$ cat src/rtl/decoder_scan_ctrl.sv
// -----------------------------------------------------------------------------
// decoder_scan_ctrl
//
// Drives the select (x, y) and enable (E) inputs of a downstream 2-to-4
// decoder. Steps through a masked subset of the four decoder channels and
// holds each channel for dwell+1 cycles. Supports single-sweep and continuous
// scanning, a sticky stop request and a one-cycle completion pulse.
//
// Build option:
//   SCAN_BLANK_EN  defined   -> after every channel visit, BLANK_CYC cycles
//                               with E=0 are inserted (BLANK state present).
//                  undefined -> no BLANK state; E stays high across channel
//                               changes and BLANK_CYC is unused.
//
// Parameters:
//   DWELL_W    width of the dwell field
//   BLANK_CYC  blanking cycles after each channel, 1..15
//
// Ports:
//   clk        in   clock, all logic on the rising edge
//   rst        in   synchronous, active-high reset
//   start      in   begin a scan (sampled only in IDLE)
//   mode       in   0 = single sweep, 1 = continuous (latched at start)
//   dwell      in   per-channel active length minus one (latched at start)
//   ch_mask    in   channels to visit, bit n = channel n (latched at start)
//   stop       in   request termination (sampled while busy)
//   x          out  decoder select MSB (ch[1])
//   y          out  decoder select LSB (ch[0])
//   E          out  decoder enable
//   ch         out  current channel index
//   busy       out  high in ACTIVE and BLANK
//   done       out  one-cycle completion pulse
//   state_dbg  out  current FSM state encoding (debug observation)
//
// Handshake: start is a level qualifier, acted on only in the IDLE cycle in
// which it is seen with a non-zero ch_mask; there is no back-pressure. All
// outputs come directly from flops.
// -----------------------------------------------------------------------------
module decoder_scan_ctrl #(
   parameter int DWELL_W   = 8,
   parameter int BLANK_CYC = 1
) (
   input  logic               clk,
   input  logic               rst,
   input  logic               start,
   input  logic               mode,
   input  logic [DWELL_W-1:0] dwell,
   input  logic [3:0]         ch_mask,
   input  logic               stop,
   output logic               x,
   output logic               y,
   output logic               E,
   output logic [1:0]         ch,
   output logic               busy,
   output logic               done,
   output logic [1:0]         state_dbg
);

   typedef enum logic [1:0] {
      S_IDLE   = 2'd0,
      S_ACTIVE = 2'd1,
      S_BLANK  = 2'd2,
      S_FINISH = 2'd3
   } state_t;

   // Lowest set bit of a 4-bit mask (0 when the mask is empty).
   function automatic logic [1:0] lowest_bit(input logic [3:0] m);
      logic [1:0] r;
      r = 2'd0;
      for (int i = 3; i >= 0; i--) begin
         if (m[i]) r = 2'(i);
      end
      return r;
   endfunction

   // Next set bit strictly above cur; bit 2 of the result flags "found".
   function automatic logic [2:0] next_above(input logic [3:0] m, input logic [1:0] cur);
      logic [2:0] r;
      r = 3'd0;
      for (int i = 3; i >= 0; i--) begin
         if (m[i] && (i > int'(cur))) r = {1'b1, 2'(i)};
      end
      return r;
   endfunction

   state_t             state_q, state_d;
   logic [1:0]         ch_q, ch_d;
   logic [DWELL_W-1:0] cnt_q, cnt_d;
   logic [DWELL_W-1:0] dwell_q, dwell_d;
   logic [3:0]         mask_q, mask_d;
   logic               mode_q, mode_d;
   logic               stop_req_q, stop_req_d;
   logic               e_q, e_d;
   logic               busy_q, busy_d;
   logic               done_q, done_d;
   logic               adv;
   logic [2:0]         nxt;

`ifdef SCAN_BLANK_EN
   localparam logic [3:0] BLANK_LAST = 4'(BLANK_CYC - 1);
   logic [3:0] blank_cnt_q, blank_cnt_d;
`endif

   always_comb begin
      state_d    = state_q;
      ch_d       = ch_q;
      cnt_d      = cnt_q;
      dwell_d    = dwell_q;
      mask_d     = mask_q;
      mode_d     = mode_q;
      stop_req_d = stop_req_q;
      adv        = 1'b0;
      nxt        = next_above(mask_q, ch_q);
`ifdef SCAN_BLANK_EN
      blank_cnt_d = blank_cnt_q;
`endif

      case (state_q)
         S_IDLE: begin
            if (start && (ch_mask != 4'd0)) begin
               dwell_d    = dwell;
               mask_d     = ch_mask;
               mode_d     = mode;
               ch_d       = lowest_bit(ch_mask);
               cnt_d      = '0;
               stop_req_d = 1'b0;
               state_d    = S_ACTIVE;
            end
         end
         S_ACTIVE: begin
            if (stop) stop_req_d = 1'b1;
            if (cnt_q == dwell_q) begin
               cnt_d = '0;
`ifdef SCAN_BLANK_EN
               blank_cnt_d = 4'd0;
               state_d     = S_BLANK;
`else
               adv = 1'b1;
`endif
            end else begin
               cnt_d = cnt_q + 1'b1;
            end
         end
         S_BLANK: begin
`ifdef SCAN_BLANK_EN
            if (stop) stop_req_d = 1'b1;
            if (blank_cnt_q == BLANK_LAST) begin
               adv = 1'b1;
            end else begin
               blank_cnt_d = blank_cnt_q + 4'd1;
            end
`else
            state_d = S_IDLE;
`endif
         end
         S_FINISH: begin
            state_d = S_IDLE;
         end
         default: state_d = S_IDLE;
      endcase

      // Advance point: a stop seen in this very cycle counts as well, since
      // the current channel has just completed its full dwell (and blank).
      if (adv) begin
         if (stop_req_q || stop) begin
            state_d = S_FINISH;
         end else if (nxt[2]) begin
            ch_d    = nxt[1:0];
            state_d = S_ACTIVE;
         end else if (mode_q) begin
            ch_d    = lowest_bit(mask_q);
            state_d = S_ACTIVE;
         end else begin
            state_d = S_FINISH;
         end
      end

      // Outputs are registered from the next state so they line up with it.
      e_d    = (state_d == S_ACTIVE);
      busy_d = (state_d == S_ACTIVE) || (state_d == S_BLANK);
      done_d = (state_d == S_FINISH);
   end

   always_ff @(posedge clk) begin
      if (rst) begin
         state_q    <= S_IDLE;
         ch_q       <= 2'd0;
         cnt_q      <= '0;
         dwell_q    <= '0;
         mask_q     <= 4'd0;
         mode_q     <= 1'b0;
         stop_req_q <= 1'b0;
         e_q        <= 1'b0;
         busy_q     <= 1'b0;
         done_q     <= 1'b0;
      end else begin
         state_q    <= state_d;
         ch_q       <= ch_d;
         cnt_q      <= cnt_d;
         dwell_q    <= dwell_d;
         mask_q     <= mask_d;
         mode_q     <= mode_d;
         stop_req_q <= stop_req_d;
         e_q        <= e_d;
         busy_q     <= busy_d;
         done_q     <= done_d;
      end
   end

`ifdef SCAN_BLANK_EN
   always_ff @(posedge clk) begin
      if (rst) begin
         blank_cnt_q <= 4'd0;
      end else begin
         blank_cnt_q <= blank_cnt_d;
      end
   end
`endif

   assign x         = ch_q[1];
   assign y         = ch_q[0];
   assign ch        = ch_q;
   assign E         = e_q;
   assign busy      = busy_q;
   assign done      = done_q;
   assign state_dbg = state_q;

endmodule

$ cat config.mk
export PLATFORM = sky130hd
export DESIGN_NAME = decoder_scan_ctrl
export DESIGN_NICKNAME = d
export VERILOG_FILES = /design/src/rtl/decoder_scan_ctrl.sv
export SDC_FILE = /design/constraint.sdc
export NUM_CORES = 1
export LEC_CHECK = 0
export ABC_AREA = 1
export BUFFER_PORTS_ARGS = -buffer_cell sky130_fd_sc_hd__buf_2
export CAP_MARGIN = 20
export CORE_ASPECT_RATIO = 0.8
export CORE_UTILIZATION = 35
export DETAILED_ROUTE_END_ITERATION = 10
export GPL_TIMING_DRIVEN = 1
export PLACE_DENSITY_LB_ADDON = 0.25
export SYNTH_ARGS = -nofsm -noshare
export SYNTH_HDL_FRONTEND = slang
export SYNTH_SLANG_ARGS = --single-unit
$ cat constraint.sdc
create_clock -name clk -period 1.69 [get_ports clk]
set_clock_uncertainty 0.05 [all_clocks]
set_input_delay 0.2535 -clock clk [delete_from_list [all_inputs] [get_ports clk]]
set_output_delay 0.2535 -clock clk [all_outputs]
set_load 0.01 [all_outputs]
==> summary.md <==
| Metric | Value |
|---|---|
| Drt first pass iters | 4 |
| EDFF count, synth | 0 |
| Hold Vio Cnt, Final | 0 |
| DR WL/cell | 10.01 um |
| Std-Cell Rows | 21 |
| Commonest cells post-synth | nand2_1, inv_1, dfxtp_1 |
| Clock sinks | 29 |
| Synth async-reset ratio | 0 |
| DRC | 0 |
| Final setup fails | 0 |
| Max IR drop VDD | 504.4 uV |
| Worst path arrival time | 1.79 ns |
| Required time of the critical path | 1.87 ns |
| Fmax | 619.8 MHz |
| Vias | 1510 |
| Power density cells | 873.6 mW/mm^2 |
| Capturing point of the worst reg2reg path | busy$_SDFF_PP0_ |
| Biggest area consumer among synthesized cells | dfxtp_1 |
| Gr usage total | 0.1625 |
| Mean Syn Cell Area | 6.332 um^2 |
| CTS tree | done |
| Cells after synthesis | 247 |
| Share of layout cells above drive strength 1 | 0.2465 |
| Starting density of the core | 0.3697 |
| Leak Pwr | 0.0009379 uW |
| Antenna cell count | 0 |
| Total detailed-routing wirelength | 3.452 mm |
| Post-synthesis cell area | 0.001564 mm^2 |
| Ports | 26 |
| DR iter-0 viols | 82 |
| Clock latency at the later pin of the worst-skew pair | 0.28 ns |
| Max-slew headroom | 0.7187 |
| Vias in the first global route | 1224 |
| Finished Layout Cells | 345 |
| Worst-path clk slew | 0.07 ns |
| Status | finished clean |
| First-pass GRT wire length | 5.830 mm |
| R2R Setup Slk | 0.08 ns |
| Critical R2R Launch | mask_q[2]$_SDFFE_PP0P_ |
| Synth top area share | 0.3712 |
| Cts hold-fix bufs | 0 |
| Placed cell count | 336 |
| Share of the clock period used by the worst path | 0.9548 |
| Clock root cell | clkbuf_8 |
| Clock buffer depth | 2 |
| TritonCTS buffer count | 5 |
| Routability Congestion | 0.8112 |
| Sw Share | 0.3150 |
| Worst hold path type | primary input to register |
| Htree depth | 2 |
| Critical Path Fanout Max | 3 |
| Hpwl dp | 2.571 mm |
| Final Core Density | 0.4620 |
| Post-synth top flop | dfxtp_1 |
| Combinational power share | 0.226 |
| Hold Crit Depth | 3 |
| Post-route minimum period | 1.614 ns |
| FF-to-FF path depth | 9 |
| Top cells by area, synth | dfxtp_1, nand2_1, inv_1, a21oi_1, nor2_1 |
| Max-cap violations | 0 |
| Antenna violations before repair | 0 |
| Die width | 76.74 um |
| Hold EP | mask_q[2]$_SDFFE_PP0P_ |
| Routed Antenna Nets | 0 |
| Via density | 4.377 |
| Yosys warning count | 0 |
| Die area | 0.004741 mm^2 |
| Post-synth cell types | 21 |
| Syn_nets | 267 |
| Die H | 61.79 um |
| Largest net degree at the start of global routing | 16 |
| Most common cell in the synthesized netlist | nand2_1 |
| Total congestion overflow | 0 |
| Setup crit start kind | register |
| Internal power | 1170 uW |
| Worst slew pin tran | 0.4215 ns |
| Post-synthesis sequential area ratio | 0.3712 |
| Clock power frac | 0.330 |
| Crit end category | register |
| Port Buffers | 25 |
| P&R area growth vs syn | 24.96% |
| Total power | 1707 uW |
| Slew Limit Fails | 0 |
| Seq pwr share | 0.445 |
| Core area | 0.004230 mm^2 |
| Setup CP Type | register to register |
| P_sw | 537.8 uW |
| Nets@finish | 307 |
| FF+latch count, synth | 29 |
| Hold Crit Start | ch_mask[2] |
==> state kept, by name, summed over array words and instances (netlist names) <==
register,cells
dwell_q,8
ch,2
mask_q,4
done,1
busy,1
E,1
state_dbg,2
stop_req_q,1
cnt_q,8
mode_q,1
==> critical path, stage by stage, from the launching register on <==
cell and delay [ns]:
dfxtp_1 0.32, inv_1 0.07, nor2_1 0.05, or2_2 0.33
nor3_4 0.14, nor2_1 0.09, nor2_4 0.10, inv_2 0.05
ha_1 0.26, nor2_1 0.09
==> worst max-delay path by stage <==
stage                      startpoint               to  slack (ns)  cells after the start
3_5_place_dp   mask_q[3]$_SDFFE_PP0P_  busy$_SDFF_PP0_        0.02                      9
3_3_place_gp   mask_q[2]$_SDFFE_PP0P_  busy$_SDFF_PP0_        0.05                      9
5_1_grt        mask_q[3]$_SDFFE_PP0P_  busy$_SDFF_PP0_       -0.03                      9
2_1_floorplan        ch[1]$_SDFF_PP0_  busy$_SDFF_PP0_        0.08                      8
4_1_cts        mask_q[3]$_SDFFE_PP0P_  busy$_SDFF_PP0_        0.01                      9
6_report       mask_q[2]$_SDFFE_PP0P_  busy$_SDFF_PP0_        0.08                      9
==> through the flow <==
step | TNS [ns] | setup WS [ns] | area [um^2] | hold slack [ns]
after floorplan | 0 | 0.07804 | 1564 | 0.3515
after global placement | 0 | 0.05156 | 1827 | 0.4021
after detailed placement | 0 | 0.02432 | 1827 | 0.4078
after CTS | 0 | 0.01431 | 1913 | 0.1816
after global routing | -0.02688 | -0.02688 | 1954 | 0.1865
final | 0 | 0.07646 | 1954 | 0.1897
==> routing by layer <==
| layer | track usage | vias to the layer above | wire length (um) |
|---|---|---|---|
| met2 | 0.2066 | 28 | 1302 |
| met3 | 0.05109 | 6 | 166 |
| met5 | 0 | - | 0 |
| met4 | 0.06593 | 0 | 46 |
| met1 | 0.2447 | 633 | 1937 |
| li1 | - | 843 | - |
==> cell families (layout without fill, tap and decap cells) <==
family | Yosys count | count (layout) | share of synthesized area
AOI/OAI and AO/OA | 42 | 42 | 0.1352
xor gates and xnor gates | 1 | 1 | 0.005601
adders and majority gates | 3 | 3 | 0.02400
buffers and inverters | 54 | 95 | 0.1400
DFF | 29 | 29 | 0.3712
and+or+nand+nor | 118 | 118 | 0.3240
==> timing repair <==
action / in CTS / in global routing
setup endpoints to repair: 0 / 4
gates resized for setup: 0 / 12
buffers inserted: 0 / 1
==> final cells by class <==
class / count / area (um^2)
fill: 445 / 2276
timing repair buffer: 41 / 245.2
multi-input combinational: 164 / 788.3
inverter: 46 / 172.7
clock buffer: 5 / 68.82
tap: 57 / 71.32
clock inverter: 3 / 17.52
sequential: 29 / 590.6
==> cells in the final DEF, fill, tap and decap left out, types with 7 or more instances in the layout <==
cell type,n
nand2_1,62
nand4_1,7
a21oi_1,25
buf_2,25
buf_4,16
o21ai_0,16
inv_1,43
nor2_1,25
nand3_1,10
dfxtp_1,23
==> power groups by stage <==
stage	combinational (uW)	clock [uW]	sequential [uW]
after floorplan	245	0	778
after global placement	372	0	772
final	385	563	759
after detailed placement	372	0	772
after global routing	444	618	766
after CTS	374	583	757
Power figures use the tool's default switching activity.
